File: src/rtl/dffre_selftest_pkg.sv
// Shared types and the stimulus/expectation table for the dffre_inst self-test sequencer.
package dffre_selftest_pkg;

  localparam int unsigned NUM_STEPS = 6;
  localparam int unsigned STEP_W    = 3;

  typedef enum logic [1:0] {
    IDLE  = 2'd0,
    APPLY = 2'd1,
    TAIL  = 2'd2,
    DONE  = 2'd3
  } state_t;

  typedef struct packed {
    logic rst;
    logic en;
    logic d;
    logic exp_q;
  } step_t;

  // Reset, hold-through-disable, capture 1, capture 0, capture 1.
  localparam step_t STEP_TABLE [NUM_STEPS] = '{
    '{rst: 1'b1, en: 1'b0, d: 1'b1, exp_q: 1'b0},
    '{rst: 1'b0, en: 1'b0, d: 1'b1, exp_q: 1'b0},
    '{rst: 1'b0, en: 1'b0, d: 1'b1, exp_q: 1'b0},
    '{rst: 1'b0, en: 1'b1, d: 1'b1, exp_q: 1'b1},
    '{rst: 1'b0, en: 1'b1, d: 1'b0, exp_q: 1'b0},
    '{rst: 1'b0, en: 1'b1, d: 1'b1, exp_q: 1'b1}
  };

  // Packs the stimulus fields as {reset, enable, d}.
  function automatic logic [2:0] stim_bits(input step_t s);
    return {s.rst, s.en, s.d};
  endfunction

endpackage

File: src/rtl/selftest_sat_cnt.sv
// Saturating up-counter with synchronous reset/clear and count enable.
module selftest_sat_cnt #(
  parameter int unsigned W = 8
) (
  input  logic         clk,
  input  logic         rst,
  input  logic         clr,
  input  logic         en,
  output logic [W-1:0] cnt
);

  always_ff @(posedge clk) begin
    if (rst || clr) begin
      cnt <= '0;
    end else if (en && (cnt != '1)) begin
      cnt <= cnt + W'(1);
    end
  end

endmodule

File: src/rtl/dffre_selftest_seq.sv
// Stimulus sequencer and lockstep golden/netlist checker for dffre_inst.
module dffre_selftest_seq
  import dffre_selftest_pkg::*;
#(
  parameter int unsigned HOLD_CYCLES = 2,
  parameter int unsigned TAIL_CYCLES = 10,
  parameter int unsigned CNT_W       = 8
) (
  input  logic              clk,
  input  logic              i_Reset,
  input  logic              i_Start,
  input  logic              i_Q_golden,
  input  logic              i_Q_netlist,
  output logic              o_Dut_Reset,
  output logic              o_Dut_Enable,
  output logic              o_Dut_D,
  output logic [STEP_W-1:0] o_Step,
  output logic              o_Busy,
  output logic              o_Done,
  output logic              o_Pass,
  output logic [CNT_W-1:0]  o_Mismatch_Cnt,
  output logic [STEP_W-1:0] o_First_Err,
  output logic              o_Golden_Err
);

  localparam int unsigned HOLD_W = $clog2(HOLD_CYCLES);
  localparam int unsigned TAIL_W = (TAIL_CYCLES > 1) ? $clog2(TAIL_CYCLES) : 1;

  localparam logic [HOLD_W-1:0] HOLD_LAST = HOLD_W'(HOLD_CYCLES - 1);
  localparam logic [TAIL_W-1:0] TAIL_LAST = TAIL_W'((TAIL_CYCLES == 0) ? 0 : TAIL_CYCLES - 1);
  localparam logic [STEP_W-1:0] STEP_LAST = STEP_W'(NUM_STEPS - 1);

  state_t              state_q, state_d;
  logic [HOLD_W-1:0]   hold_q, hold_d;
  logic [TAIL_W-1:0]   tail_q, tail_d;
  logic [STEP_W-1:0]   step_d;
  logic [2:0]          stim_d;
  logic [STEP_W-1:0]   ferr_d;
  logic                gerr_d;
  logic                busy_d, done_d, pass_d;
  logic                cnt_clr, cnt_inc, cnt_zero, mismatch;

  assign cnt_zero = (o_Mismatch_Cnt == '0);
  assign mismatch = i_Q_golden ^ i_Q_netlist;

  selftest_sat_cnt #(.W(CNT_W)) u_mismatch_cnt (
    .clk (clk),
    .rst (i_Reset),
    .clr (cnt_clr),
    .en  (cnt_inc),
    .cnt (o_Mismatch_Cnt)
  );

  // State register plus all registered outputs.
  always_ff @(posedge clk) begin
    if (i_Reset) begin
      state_q      <= IDLE;
      hold_q       <= '0;
      tail_q       <= '0;
      o_Step       <= '0;
      o_Dut_Reset  <= 1'b1;
      o_Dut_Enable <= 1'b0;
      o_Dut_D      <= 1'b0;
      o_Busy       <= 1'b0;
      o_Done       <= 1'b0;
      o_Pass       <= 1'b0;
      o_First_Err  <= '0;
      o_Golden_Err <= 1'b0;
    end else begin
      state_q                                <= state_d;
      hold_q                                 <= hold_d;
      tail_q                                 <= tail_d;
      o_Step                                 <= step_d;
      {o_Dut_Reset, o_Dut_Enable, o_Dut_D}   <= stim_d;
      o_Busy                                 <= busy_d;
      o_Done                                 <= done_d;
      o_Pass                                 <= pass_d;
      o_First_Err                            <= ferr_d;
      o_Golden_Err                           <= gerr_d;
    end
  end

  // Next-state, step sequencing and compare logic.
  always_comb begin
    state_d = state_q;
    hold_d  = hold_q;
    tail_d  = tail_q;
    step_d  = o_Step;
    stim_d  = {o_Dut_Reset, o_Dut_Enable, o_Dut_D};
    ferr_d  = o_First_Err;
    gerr_d  = o_Golden_Err;
    cnt_clr = 1'b0;
    cnt_inc = 1'b0;

    case (state_q)
      IDLE, DONE: begin
        if (i_Start) begin
          state_d = APPLY;
          hold_d  = '0;
          tail_d  = '0;
          step_d  = '0;
          stim_d  = stim_bits(STEP_TABLE[0]);
          cnt_clr = 1'b1;
          ferr_d  = '0;
          gerr_d  = 1'b0;
        end
      end
      APPLY: begin
        if (hold_q == HOLD_LAST) begin
          hold_d  = '0;
          cnt_inc = mismatch;
          if (mismatch && cnt_zero) begin
            ferr_d = o_Step;
          end
          if (i_Q_golden != STEP_TABLE[o_Step].exp_q) begin
            gerr_d = 1'b1;
          end
          if (o_Step == STEP_LAST) begin
            if (TAIL_CYCLES == 0) begin
              state_d   = DONE;
              stim_d[2] = 1'b1;
            end else begin
              state_d = TAIL;
            end
          end else begin
            step_d = o_Step + STEP_W'(1);
            stim_d = stim_bits(STEP_TABLE[step_d]);
          end
        end else begin
          hold_d = hold_q + HOLD_W'(1);
        end
      end
      TAIL: begin
        if (tail_q == TAIL_LAST) begin
          state_d   = DONE;
          tail_d    = '0;
          stim_d[2] = 1'b1;
        end else begin
          tail_d = tail_q + TAIL_W'(1);
        end
      end
      default: state_d = IDLE;
    endcase

    busy_d = (state_d == APPLY) || (state_d == TAIL);
    done_d = (state_d == DONE);
    // Pass must account for a compare landing on the same edge that enters DONE.
    pass_d = done_d && cnt_zero && !cnt_inc && !gerr_d;
  end

endmodule

File: config.mk
export PLATFORM = sky130hd
export DESIGN_NAME = dffre_selftest_seq
export DESIGN_NICKNAME = d
export VERILOG_FILES = /design/src/rtl/dffre_selftest_pkg.sv /design/src/rtl/selftest_sat_cnt.sv /design/src/rtl/dffre_selftest_seq.sv
export SDC_FILE = /design/constraint.sdc
export NUM_CORES = 1
export LEC_CHECK = 0
export BUFFER_PORTS_ARGS = -buffer_cell sky130_fd_sc_hd__buf_2
export CAP_MARGIN = 20
export CORE_MARGIN = 2
export CORE_UTILIZATION = 45
export DETAILED_ROUTE_END_ITERATION = 6
export PLACE_DENSITY = 0.68
export SLEW_MARGIN = 10
export SYNTH_ARGS = -nofsm -noshare
export SYNTH_HDL_FRONTEND = slang
export SYNTH_SLANG_ARGS = --single-unit
export TNS_END_PERCENT = 100
File: constraint.sdc
create_clock -name clk -period 1.77 [get_ports clk]
set_input_delay 0 -clock clk [delete_from_list [all_inputs] [get_ports clk]]
set_output_delay 0 -clock clk [all_outputs]
set_load 0.01 [all_outputs]
==> impl_metrics.tcl, run 1 <==
set metrics [dict create \
    ys.flop_type "dfxtp_1" \
    synthArstFlopShare_pct 0 \
    crit_type "reg -> reg" \
    reg2reg_to "tail_q[1]" \
    finalSetupViolations 0 \
    ff_latch_area_um2 563.0 \
    ios 26 \
    synth_cell_types 45 \
    synth_nets 195 \
    ys_seq_area_share_pct 36.39 \
    p_per_area_nw_per_um2 668.1 \
    p_int_mw 0.8868 \
    nNetsFinal 235 \
    wl_per_cell_um 13.86 \
    required_ns 2.07 \
    core_um2 3311 \
    dp_worst_setup_slack_ns -0.005825 \
    fillerInstances 335 \
    grt_max_degree 18 \
    placed_cell_area_um2 1809 \
    yosys_warnings 0 \
    grt_antenna_before_repair 0 \
    port_buffers 25 \
    cp-end-kind "register" \
    holdWs_ns 0.01811 \
    tightest_slew_ns 0.4021 \
    path_clk_slew_ns 0.16 \
    die_area_um2 3907 \
    worstSetupEndpoint "tail_q[1]" \
    die_w_um 62.51 \
    power_frac_comb_pct 20.6 \
    arrival_ns 2.02 \
    synth_edf_count 0 \
    postLayoutCellArea_um2 1877 \
    vias 1442 \
    r2r_setup_slack_ns 0.05 \
    hp-class "in -> reg" \
    fp-row-count 21 \
    cts_root_buffer "clkbuf_4" \
    htree_levels 1 \
    syn_inst 178 \
    seqPwrFrac_pct 52.5 \
    hold_depth 2 \
    finalHoldViolCount 0 \
    gp_congestion 0.9244 \
    clock_latency_ns 0.35 \
    cts.sinks 28 \
    setup_slack_ns 0.05241 \
    power.switching_mw 0.3671 \
    slew_viol_final 0 \
    die_y_um 62.51 \
    critical_path.max_fanout 8 \
    p_sw_share_pct 29.28 \
    antenna_left 0 \
    antenna_cells 0 \
    start_util_pct 46.52 \
    syn_to_final_growth_pct 21.85 \
    cts_buffer_depth 2 \
    vias_per_cell 5.483 \
    slew_headroom_pct 72.81 \
    grt_use_total_pct 18.91 \
    leakagePower_nw 0.7360 \
    grt_pass1_wl_um 5968 \
    post_synth.cell_area_avg_um2 8.653 \
    fin_crit_sh_pct 97.04 \
    yosys-top-cells-area "dfxtp_1, ha_1, a21oi_1" \
    drtPass1Iterations 4 \
    rr_worst_depth 8 \
    ys_ff_latch 28 \
    grt_pass1_vias 1348 \
    fin_skew_ns 0.0008974 \
    period_needed_ns 1.718 \
    crit_path_start_kind "register" \
    synth_area_um2 1540 \
    cp-startpoint "state_q[0]" \
    max_freq_mhz 582.2 \
    dpl.hpwl_um 2736 \
    rr_startpoint "state_q[0]" \
    wl_um 3646 \
    rsz0062_at_grt "true" \
    status "finished, final reports clean" \
    tritoncts "done" \
    drv_cap 0 \
    cts_inserted_buffers 3 \
    yosys.area.top_type "dfxtp_1" \
    overflow 0 \
    layout-drive-gt1-share_pct 26.27 \
    finish.utilization_pct 56.69 \
    vdd_drop_max_uv 392.9 \
    synth_top_area_share_pct 36.39 \
    drc 0 \
    pwr-share-clk_pct 26.8 \
    multiInputGateArea_um2 944.7 \
    first_iter_violations 66 \
]
power groups by stage:
| stage | Sequential [mW] | Combinational, mW | Clock (mW) |
|---|---|---|---|
| finish | 0.659 | 0.259 | 0.337 |
| global route | 0.662 | 0.283 | 0.363 |
| CTS | 0.658 | 0.255 | 0.336 |
| detailed placement | 0.672 | 0.248 | 0 |
| global placement | 0.671 | 0.242 | 0 |
| floorplan | 0.680 | 0.137 | 0 |
logic make-up after synthesis:
group / after synthesis / synth area share, %
compound gates: 48 / 20.88
xor+xnor: 3 / 2.194
fa+ha+maj: 12 / 9.748
buf+inv: 14 / 3.818
flops: 28 / 36.39
mux: 4 / 2.600
simple gates: 69 / 24.37
layout by cell type, fill, tap and decap left out, types with 2 or more instances in the layout:
master / synthesis / routed
ha_1: 12 / 10
a31oi_1: 2 / 2
buf_2: 2 / 25
nand2b_1: 4 / 4
dfxtp_2: 0 / 2
or3_1: 3 / 3
a21oi_1: 16 / 16
inv_1: 8 / 8
o21ai_0: 6 / 5
nand3_1: 9 / 9
nand2_1: 18 / 17
nand3b_1: 2 / 2
and2_1: 2 / 3
nand4_1: 6 / 6
nor2b_1: 3 / 3
o31ai_1: 4 / 4
nor3_1: 2 / 2
a21o_1: 3 / 3
o41ai_1: 2 / 2
nor4_1: 2 / 2
mux2i_1: 4 / 4
dfxtp_1: 28 / 26
clkbuf_4: 0 / 3
o211ai_1: 5 / 5
nor2_1: 10 / 10
buf_4: 1 / 16
synth_stat cells, types with 4 or more instances:
cell / n
nand4_1: 6
o31ai_1: 4
inv_1: 8
ha_1: 12
o211ai_1: 5
nand2_1: 18
nand2b_1: 4
a21oi_1: 16
nor2_1: 10
o21ai_0: 6
dfxtp_1: 28
mux2i_1: 4
nand3_1: 9
routing by layer:
layer	GRT usage (%)	up-vias	routed length [um]
li1	-	731	-
met3	2.703	5	128
met4	8.056	0	60
met5	0	-	0
met1	21.67	677	1586
met2	34.81	29	1871
critical path, stage by stage (launching register included):
cell and delay [ns]:
dfxtp_2 0.35, inv_1 0.11, buf_4 0.14, ha_2 0.21
buf_4 0.13, mux2i_1 0.06, buf_4 0.17, or3_1 0.36
a21oi_1 0.14
registers in the layout, indices dropped and copies added, names as in the netlist:
| signal | cells |
|---|---|
| o_Golden_Err | 1 |
| state_q | 2 |
| hold_q | 1 |
| o_Dut_Reset | 1 |
| o_Pass | 1 |
| u_mismatch_cnt.cnt | 8 |
| o_Step | 3 |
| o_Dut_D | 1 |
| tail_q | 4 |
| o_Dut_Enable | 1 |
| o_First_Err | 3 |
| o_Busy | 1 |
| o_Done | 1 |
how the worst min path moves through the flow:
stage	start	endpoint	slack [ns]
4_1_cts	i_Reset	tail_q[3]	0.01
6_report	i_Reset	tail_q[3]	0.02
5_1_grt	i_Reset	o_Busy	0.03
2_1_floorplan	i_Start	state_q[1]	0.22
3_5_place_dp	i_Reset	tail_q[3]	0.38
3_3_place_gp	i_Reset	tail_q[3]	0.37
what timing repair did:
action | CTS | global route
hold buffers | 0 | 0
pin swaps | 0 | 1
setup buffers | 0 | 1
gates resized for setup | 1 | 6
cloned | 0 | 0
endpoints found under the setup margin | 3 | 13
per-stage QoR:
stage,std cells,TNS [ns],power (mW)
after floorplan,178,0,0.8171
after global placement,258,0,0.9122
after detailed placement,258,-0.005825,0.9197
after CTS,262,0,1.249
after global routing,263,-0.1356,1.308
final,263,0,1.254
final cells by class:
type	count	area share, %
multi-input combinational	136	50.33
sequential	28	30.00
timing repair buffer	41	13.07
tap	46	3.067
clock buffer	4	1.933
inverter	8	1.600
No activity file was read; power rests on OpenSTA's default activity.
==> run 2: changes to the inputs <==
Settings changed: CORE_MARGIN 2 to not set, PLACE_DENSITY 0.68 to 0.69.
==> run 2 against run 1 <==
  * Maximum frequency is 1.6% higher
  * First-iteration DRC count grew 64%
  * Setup slack better by 0.026 ns
  * Clock power decreased by 3%
==> impl_metrics.tcl, run 2 (same netlist as run 1, synthesis figures left out) <==
set metrics [dict create \
    status "finished, final reports clean" \
    tightest_slew_ns 0.4095 \
    grt_pass1_wl_um 6051 \
    crit_type "reg -> reg" \
    core_um2 3153 \
    fin_skew_ns 0.007430 \
    max_freq_mhz 591.3 \
    die_w_um 60.51 \
    crit_path_start_kind "register" \
    cts_hold_buf 0 \
    top_regs "u_mismatch_cnt.cnt x8, tail_q x4" \
    power.switching_mw 0.3589 \
    critPathMaxStageDelay_ns 0.40 \
    finish.utilization_pct 60.20 \
    finalSetupViolations 0 \
    p_int_mw 0.8882 \
    die_y_um 60.51 \
    drc 0 \
    antenna_cells 0 \
    ff_latch_area_um2 566.8 \
    wl_per_cell_um 13.97 \
    critical_path.max_fanout 9 \
    die_area_um2 3661 \
    crit_chain "inv_1, ha_2, and2_2, nand3_4, o31a_2, o21a_1" \
    leakagePower_nw 0.7414 \
    multiInputGateArea_um2 957.2 \
    cts_buffer_depth 2 \
    period_needed_ns 1.691 \
    htree_levels 1 \
    finalHoldViolCount 0 \
    grt_max_degree 18 \
    path_clk_slew_ns 0.16 \
    vdd_drop_max_uv 317.2 \
    fillerInstances 308 \
    grt_use_total_pct 21.94 \
    vias_per_cell 5.653 \
    cts.sinks 28 \
    hp-class "in -> reg" \
    layout-drive-gt1-share_pct 29.36 \
    seqPwrFrac_pct 52.7 \
    slew_viol_final 0 \
    hold_depth 2 \
    cts_root_buffer "clkbuf_4" \
    fin_crit_sh_pct 95.54 \
    postLayoutCellArea_um2 1898 \
    slew_headroom_pct 72.32 \
    port_buffers 25 \
    drv_cap 0 \
    rr_worst_depth 6 \
    holdWs_ns 0.02321 \
    grt_antenna_before_repair 0 \
    regMostFlops "u_mismatch_cnt.cnt" \
    arrival_ns 1.94 \
    placed_cell_area_um2 1814 \
    drtPass1Iterations 4 \
    largest_reg_flops 8 \
    p_per_area_nw_per_um2 657.0 \
    fin_tns_setup_ns 0 \
    antenna_left 0 \
    overflow 0 \
    p_sw_share_pct 28.78 \
    first_iter_violations 108 \
    wl_um 3659 \
    slowest_stage "dfxtp_4" \
    fp-row-count 20 \
    dpl.hpwl_um 2783 \
    required_ns 2.02 \
    syn_to_final_growth_pct 23.23 \
    grt_pass1_vias 1367 \
    final_cell_mix "dfxtp_1, buf_2, nand2_1, buf_4, a21oi_1" \
    cp-end-kind "register" \
    r2r_setup_slack_ns 0.08 \
    start_util_pct 48.85 \
    power_frac_comb_pct 21.1 \
    ios 26 \
    gp_congestion 0.8268 \
    nNetsFinal 236 \
    pwr-share-clk_pct 26.2 \
    vias 1481 \
    tritoncts "done" \
    clock_latency_ns 0.34 \
    cts_inserted_buffers 3 \
]
-- run 2: through the flow --
step                instances  total power, mW  worst slack (ns)
floorplan                 178           0.8171           0.01554
global placement          257           0.9095           0.05416
detailed placement        257           0.9181          -0.03578
CTS                       261            1.241          -0.02060
global route              262            1.312          -0.02848
finish                    262            1.247           0.07890
-- run 2: area by class of cell --
cell class | instances | area share [%]
inverters | 8 | 1.582
clock buffers | 4 | 1.912
flip-flops and latches | 28 | 29.86
repair buffers | 42 | 13.32
well taps | 44 | 2.900
multi-input cells | 136 | 50.43
-- run 2: path summary, 6_finish.rpt --
path                start                     to
min reg2reg  o_Dut_Enable           o_Dut_Enable
max reg2reg    state_q[1]  u_mismatch_cnt.cnt[5]
min               i_Reset                 o_Busy
max            state_q[1]  u_mismatch_cnt.cnt[5]
-- run 2: worst max-delay path: cells and delay by family (launching register included) --
| family | cells | cell delay [ns] |
|---|---|---|
| flip-flops | 1 | 0.40 |
| adder cells (fa/ha/maj) | 1 | 0.22 |
| AO/OA/AOI/OAI | 2 | 0.56 |
| AND/OR/NAND/NOR | 2 | 0.34 |
| buffers and inverters | 1 | 0.08 |
-- run 2: timing repair --
action	in CTS	in global routing
resized for setup	3	12
pin swaps	0	2
endpoints found under the setup margin	7	16
buffers inserted	0	1
-- run 2: power groups by stage --
stage                     registers, mW  clock network (mW)  logic (mW)
after floorplan                   0.680                   0       0.137
after global placement            0.671                   0       0.239
after detailed placement          0.671                   0       0.247
after CTS                         0.658               0.334       0.250
after global routing              0.661               0.362       0.289
final                             0.657               0.327       0.263
-- run 2: layer usage --
layer  part of all wire (%)  GRT usage, %  wire length [um]
met5                      0             0                 0
met1                     44         27.39              1625
met4                   0.96         7.792                35
met2                     51         38.78              1868
met3                    3.6         2.772               130
